===== src/rtl/down_timer_if.sv =====
// Signal bundle between a controller and the down_timer block.
// The controller drives load/enab/cnt_in; the timer returns count and status.
interface down_timer_if #(
    parameter int WIDTH = 5
) ();
    // No valid/ready pair here: load and enab are level-sampled on every rising
    // edge, cnt_in matters only on edges with load high, and every output is
    // meaningful on every cycle.
    logic             load;
    logic             enab;
    logic [WIDTH-1:0] cnt_in;
    logic [WIDTH-1:0] cnt_out;
    logic             busy;
    logic             done;
    logic             zero;

    modport master (
        output load, enab, cnt_in,
        input  cnt_out, busy, done, zero
    );

    modport slave (
        input  load, enab, cnt_in,
        output cnt_out, busy, done, zero
    );
endinterface


===== src/rtl/down_timer.sv =====
// Loadable down-counting timer with a one-cycle done pulse on expiry.
// Define DOWN_TIMER_AUTO_RELOAD_EN for periodic operation from a reload register.
module down_timer #(
    parameter int WIDTH = 5
) (
    input  logic         clk,
    input  logic         rst,
    down_timer_if.slave  tmr,
    output logic         dbg_state_o
);
    typedef enum logic {
        IDLE = 1'b0,
        RUN  = 1'b1
    } state_t;

    state_t           state_q, state_d;
    logic [WIDTH-1:0] cnt_q, cnt_d;
    logic             done_q, done_d;
`ifdef DOWN_TIMER_AUTO_RELOAD_EN
    logic [WIDTH-1:0] reload_q, reload_d;
`endif

    always_ff @(posedge clk) begin
        if (rst) begin
            state_q  <= IDLE;
            cnt_q    <= '0;
            done_q   <= 1'b0;
`ifdef DOWN_TIMER_AUTO_RELOAD_EN
            reload_q <= '0;
`endif
        end else begin
            state_q  <= state_d;
            cnt_q    <= cnt_d;
            done_q   <= done_d;
`ifdef DOWN_TIMER_AUTO_RELOAD_EN
            reload_q <= reload_d;
`endif
        end
    end

    always_comb begin
        state_d  = state_q;
        cnt_d    = cnt_q;
        done_d   = 1'b0;
`ifdef DOWN_TIMER_AUTO_RELOAD_EN
        reload_d = reload_q;
`endif
        if (tmr.load) begin
            // A load always wins, so a restart on the expiry edge suppresses done.
            cnt_d   = tmr.cnt_in;
            state_d = (tmr.cnt_in != '0) ? RUN : IDLE;
`ifdef DOWN_TIMER_AUTO_RELOAD_EN
            reload_d = tmr.cnt_in;
`endif
        end else if (tmr.enab && (state_q == RUN)) begin
            if (cnt_q > WIDTH'(1)) begin
                cnt_d = cnt_q - WIDTH'(1);
            end else if (cnt_q == WIDTH'(1)) begin
                done_d = 1'b1;
`ifdef DOWN_TIMER_AUTO_RELOAD_EN
                cnt_d   = reload_q;
                state_d = RUN;
`else
                cnt_d   = '0;
                state_d = IDLE;
`endif
            end
        end
    end

    assign tmr.cnt_out = cnt_q;
    assign tmr.busy    = (state_q == RUN);
    assign tmr.done    = done_q;
    assign tmr.zero    = (cnt_q == '0);
    assign dbg_state_o = state_q;
endmodule


===== src/flat_wrapper.sv =====
// flat-port wrapper written by rule: the top's interface ports become plain ports
module down_timer_flat 
#(
    parameter int WIDTH = 5
)
  (clk, rst, dbg_state_o, tmr_load, tmr_enab, tmr_cnt_in, tmr_cnt_out, tmr_busy, tmr_done, tmr_zero);
  down_timer_if #(.WIDTH(WIDTH)) tmr_i ();
  input  logic clk;
  input  logic rst;
  output logic dbg_state_o;
  input wire logic [$bits(tmr_i.load)-1:0] tmr_load;
  input wire logic [$bits(tmr_i.enab)-1:0] tmr_enab;
  input wire logic [$bits(tmr_i.cnt_in)-1:0] tmr_cnt_in;
  output wire logic [$bits(tmr_i.cnt_out)-1:0] tmr_cnt_out;
  output wire logic [$bits(tmr_i.busy)-1:0] tmr_busy;
  output wire logic [$bits(tmr_i.done)-1:0] tmr_done;
  output wire logic [$bits(tmr_i.zero)-1:0] tmr_zero;
  assign tmr_i.load = tmr_load;
  assign tmr_i.enab = tmr_enab;
  assign tmr_i.cnt_in = tmr_cnt_in;
  assign tmr_cnt_out = tmr_i.cnt_out;
  assign tmr_busy = tmr_i.busy;
  assign tmr_done = tmr_i.done;
  assign tmr_zero = tmr_i.zero;
  down_timer #(.WIDTH(WIDTH)) u_core (.clk(clk), .rst(rst), .tmr(tmr_i), .dbg_state_o(dbg_state_o));
endmodule

===== config.mk =====
export PLATFORM = sky130hd
export DESIGN_NAME = down_timer_flat
export DESIGN_NICKNAME = d
export VERILOG_FILES = /design/src/rtl/down_timer_if.sv /design/src/rtl/down_timer.sv /design/src/flat_wrapper.sv
export SDC_FILE = /design/constraint.sdc
export NUM_CORES = 1
export LEC_CHECK = 0
export CAP_MARGIN = 10
export CORE_AREA = 2 2 39 41
export DETAILED_ROUTE_END_ITERATION = 7
export DIE_AREA = 0 0 41 43
export GPL_TIMING_DRIVEN = 1
export SKIP_LAST_GASP = 1
export SLEW_MARGIN = 40
export SYNTH_ARGS = -nofsm -noshare
export SYNTH_HDL_FRONTEND = slang
export SYNTH_SLANG_ARGS = --single-unit

===== constraint.sdc =====
create_clock -name clk -period 3.69 [get_ports clk]
set_input_delay 0.738 -clock clk [delete_from_list [all_inputs] [get_ports clk]]
set_output_delay 0.738 -clock clk [all_outputs]
set_load 0.01 [all_outputs]

### After elaboration in Yosys (flattened, before gate mapping)

Cells that the tools add are included.

| cells by class | value |
|---|---|
| $add $sub $neg | 1 |
| multiply operators | 0 |
| divide/modulo/power cells | 0 |
| magnitude comparators | 1 |
| equal/unequal tests | 2 |
| shift-type cells | 0 |
| multiplexer cells | 10 |
| bitwise operators | 1 |
| reductions and logical operators | 9 |

Operator list:

| kind | number |
|---|---|
| 5-bit two-way mux | 4 |
| 1-bit two-way mux | 6 |
| 5-bit by 1-bit equality test with 1-bit output (second input constant) | 1 |
| 5-bit by 1-bit greater-than comparator with 1-bit output (second input constant) | 1 |
| 5-bit zero test | 1 |
| 5-bit nonzero test | 1 |
| 5-bit by 1-bit subtractor with 5-bit output (second input constant) | 1 |
| 2-bit nonzero test | 2 |
| 4-bit OR reduction | 1 |
| 3-bit AND reduction | 1 |
| 3-bit nonzero test | 1 |
| 2-bit != test (second input constant) | 1 |
| 2-bit AND reduction | 1 |
| 1-bit logical AND | 1 |
| 1-bit NOT | 1 |

| storage, ports and cells | value |
|---|---|
| bits in registers | 7 |
| bits in latches | 0 |
| RAM bits | 0 |
| memory bits (read-only) | 0 |
| output and inout port bits | 9 |
| memories kept | 0 |

### Logic depth before layout (Yosys ltp)

| logic depth | value |
|---|---|
| depth after elaboration | 5 |
| gate-level depth with buffers | 5 |
| mapped depth without buffers | 5 |

### Worst setup path before layout

OpenSTA, ideal clock, no wires.

| path | value |
|---|---|
| path kind | flip-flop to output port |
| start point | register u_core.cnt_q[3] (netlist: u_core.tmr.cnt_out[3]) |
| end point | output tmr_zero |
| arrival | 0.985 ns |
| data required time | 2.952 ns |
| slack | 1.967 ns |
| stages on the path, launching flop included | 3 |
| path through | dfxtp_1 > nor3_1 > and2_1 |

| between the ends | value |
|---|---|
| longest elaborated chain between the ends | 1 |

RTL lines:

| what | RTL line | source |
|---|---|---|
| start, declared | down_timer.sv:17 | `logic [WIDTH-1:0] cnt_q, cnt_d;` |
| start signal, assigned | down_timer.sv:33 | `cnt_q <= cnt_d;` |
| 5-bit zero test | down_timer.sv:74 | `assign tmr.zero = (cnt_q == '0);` |
| end, declared | flat_wrapper.sv:17 | `output wire logic [$bits(tmr_i.zero)-1:0] tmr_zero;` |

Every way passes these cells.

### Worst setup path in the final report

Ends and elaborated chain as after synthesis.

==> run metrics <==
Worst IR Drop VDD 0.154 mV; final cycle utilization of the critical path 69.2%; leakage component of the power 0.000242 uW; clk_lat worst skew 0.25 ns; maximum number of pins on one net before global-route repair 15; hold bufs inserted after CTS 0; final clock skew 0.00494 ns; total of buffers placed on input and output ports 17; Gates resized, CTS repair 0; Internal Pwr Total 153 uW; combined global-route utilization of all metal layers 14.7%; number of library cell types mapped by synthesis 27; cell total after placement 81; die outline width 41 um; largest buffer count on any clock path 2; Cell Area, Synth 437 um2; min-delay worst type reg2reg; arrival time of data at the critical path endpoint 1.82 ns; post-CTS clock slew at the launch and capture registers of the worst setup and hold paths 0.05 ns; number of DRC markers after the initial detailed-route iteration 17; Tmin final 2.55 ns; global-route wire length before repair 1.70 mm; number of buffers inserted by post-CTS setup repair 0; count of endpoints failing setup in the final report 0; standard-cell row count 14; vertical die dimension 43 um; Worst Path Required 2.95 ns; total of fill cells in the finished design 148; worst-path fanout max 6; core region area 0.00138 mm2; drt wl/cell 12.4 um; count of max-cap constraint violations 0; clock power share 33.0%; reported net switching power 60.7 uW; detail-routed via count per cell 5.34; total wire length after detailed routing 1.05 mm; CTS buffer count 3; total of warnings raised by yosys 0; start-to-end type of the worst setup path reg2out; remaining global-route overflow 0; # nets final 82; number of instances in the synthesized netlist 50; run status finished clean; launching element type of the critical path flip-flop; half-perimeter wire length of the detailed placement result 772 um; non-filler cells, final 85; RSZ-0062 raised after global routing false; transition time at the pin with the least slew margin 0.567 ns; switching share of power 28.4%; critical path endpoint category output port; Die ar. 0.00176 mm2; CTS tree done; detailed-route via count 454; Comb pwr share 25.9%; Final Hold Vio Count 0; effective utilization at floorplan 31.6%; number of storage elements in the synthesis netlist 7; count of antenna-violating nets left after detailed routing 0; power share of the sequential group 41.1%; final-layout setup total negative slack 0 ns; fraction of layout cells with a size suffix above 1 10.1%; via count of the first global-routing pass 406; drc violations 0; Mapped Nets 62; total iterations of the first detailed-routing run 4; number of inserted diodes 0; Area growth syn-to-layout 47.0%; master cell of the clock root buffer sky130_fd_sc_hd__clkbuf_4; worst slew slack as a fraction of its limit 61.9%; Final Max Tran Viols 0; global placer's final weighted congestion 0.712; Ports 18; H-tree level count 1; number of antenna violations at the first check in global routing 0; Achievable Freq 392 MHz; Sink Count 7; pwr dens 333 mW/mm2; register area share after synthesis 32.1%; mean instance size in the synthesized netlist 8.73 um2
## final cells by class
class                      instances  area (um2)  share of cell area, %
clock buffer                       4        26.3                   4.09
inverter                           7        26.3                   4.09
sequential                         7         140                   21.8
multi-input combinational         34         259                   40.4
timing repair buffer              17         170                   26.5
tap                               16        20.0                   3.12
## cells in the final DEF (no fill, tap or decap), drive strengths merged, types with 2 or more instances in the layout
| cell | n |
|---|---|
| dfxtp | 7 |
| ha | 3 |
| a221oi | 3 |
| a21oi | 5 |
| nand2 | 3 |
| a211o | 2 |
| clkdlybuf4s50 | 17 |
| nor4 | 2 |
| inv | 7 |
| clkbuf | 4 |
| nor3 | 2 |
## logic make-up (layout without fill, tap and decap cells)
logic type | after synthesis | count (layout) | synth area share [%]
AOI/OAI and AO/OA | 18 | 18 | 33.2
and+or+nand+nor | 13 | 13 | 17.5
buffers and inverters | 9 | 28 | 8.60
DFF | 7 | 7 | 32.1
adders and majority gates | 3 | 3 | 8.60
## per-layer routing
metal  wire (um)  GRT usage, %  vias up
li1            -             -      225
met1         455          17.1      207
met2         493          21.6       20
met3          76          4.71        2
met4          27          10.0        0
met5           0             0        -
## synthesized netlist by cell type
cell type / n / area [um2]
sky130_fd_sc_hd__a211o_1: 1 / 8.76
sky130_fd_sc_hd__inv_1: 7 / 26.3
sky130_fd_sc_hd__ha_1: 3 / 37.5
sky130_fd_sc_hd__a21oi_1: 5 / 25.0
sky130_fd_sc_hd__a2111o_1: 1 / 11.3
sky130_fd_sc_hd__a311o_1: 1 / 10.0
sky130_fd_sc_hd__a211o_2: 1 / 10.0
sky130_fd_sc_hd__and4b_1: 1 / 10.0
sky130_fd_sc_hd__a221oi_2: 1 / 15.0
sky130_fd_sc_hd__o31a_1: 1 / 8.76
sky130_fd_sc_hd__or2_2: 1 / 6.26
sky130_fd_sc_hd__a31oi_1: 1 / 6.26
sky130_fd_sc_hd__a221oi_1: 2 / 17.5
sky130_fd_sc_hd__or4_1: 1 / 7.51
sky130_fd_sc_hd__o41ai_1: 1 / 8.76
sky130_fd_sc_hd__o21ai_0: 1 / 5.00
sky130_fd_sc_hd__buf_4: 1 / 7.51
sky130_fd_sc_hd__nand2_1: 3 / 11.3
sky130_fd_sc_hd__o21a_1: 1 / 7.51
sky130_fd_sc_hd__nor4_1: 2 / 12.5
sky130_fd_sc_hd__nand3b_1: 1 / 7.51
sky130_fd_sc_hd__clkbuf_1: 1 / 3.75
sky130_fd_sc_hd__and2_1: 1 / 6.26
sky130_fd_sc_hd__nor3_1: 2 / 10.0
sky130_fd_sc_hd__o21bai_2: 1 / 11.3
sky130_fd_sc_hd__nand3_1: 1 / 5.00
sky130_fd_sc_hd__dfxtp_1: 7 / 140
## worst max-delay path: stages, from the launching register on
cell,delay (ns)
sky130_fd_sc_hd__dfxtp_1,0.33
sky130_fd_sc_hd__nor3_1,0.50
sky130_fd_sc_hd__and2_1,0.21
sky130_fd_sc_hd__clkdlybuf4s50_1,0.53
## per-stage QoR
| step | hold WS, ns | setup slack [ns] | power, uW | utilization (%) | instance area, um2 |
|---|---|---|---|---|---|
| 6_report | 0.531 | 1.14 | 214 | 46.4 | 642 |
| 5_1_grt | 0.562 | 0.964 | 227 | 46.4 | 642 |
| 4_1_cts | 0.527 | 1.12 | 217 | 46.4 | 642 |
| 3_5_place_dp | 0.520 | 1.39 | 145 | 44.5 | 616 |
| 3_3_place_gp | 0.508 | 1.42 | 145 | 44.5 | 616 |
| 2_1_floorplan | 0.520 | 1.97 | 116 | - | 437 |
## registers in the layout, indices dropped and copies added, names as in the netlist
name / flops
u_core.dbg_state_o: 1
u_core.tmr.cnt_out: 5
u_core.tmr.done: 1
## power groups by stage
stage	combinational, uW	sequential (uW)	clock (uW)
2_1_floorplan	25.8	90.4	0
3_3_place_gp	55.9	89.1	0
3_5_place_dp	55.7	89.3	0
4_1_cts	56.0	87.7	73.5
5_1_grt	62.1	88.6	76.7
6_report	55.3	87.8	70.6
## worst paths after layout
path	start	to	slack (ns)	depth (start not counted)
setup / recovery	u_core.tmr.cnt_out[3]	tmr_zero	1.14	3
hold / removal	u_core.tmr.cnt_out[3]	u_core.tmr.cnt_out[3]	0.53	2
setup reg to reg	u_core.tmr.cnt_out[1]	u_core.tmr.cnt_out[1]	2.01	5
hold reg to reg	u_core.tmr.cnt_out[3]	u_core.tmr.cnt_out[3]	0.53	2
(Power assumes the default switching activity.)
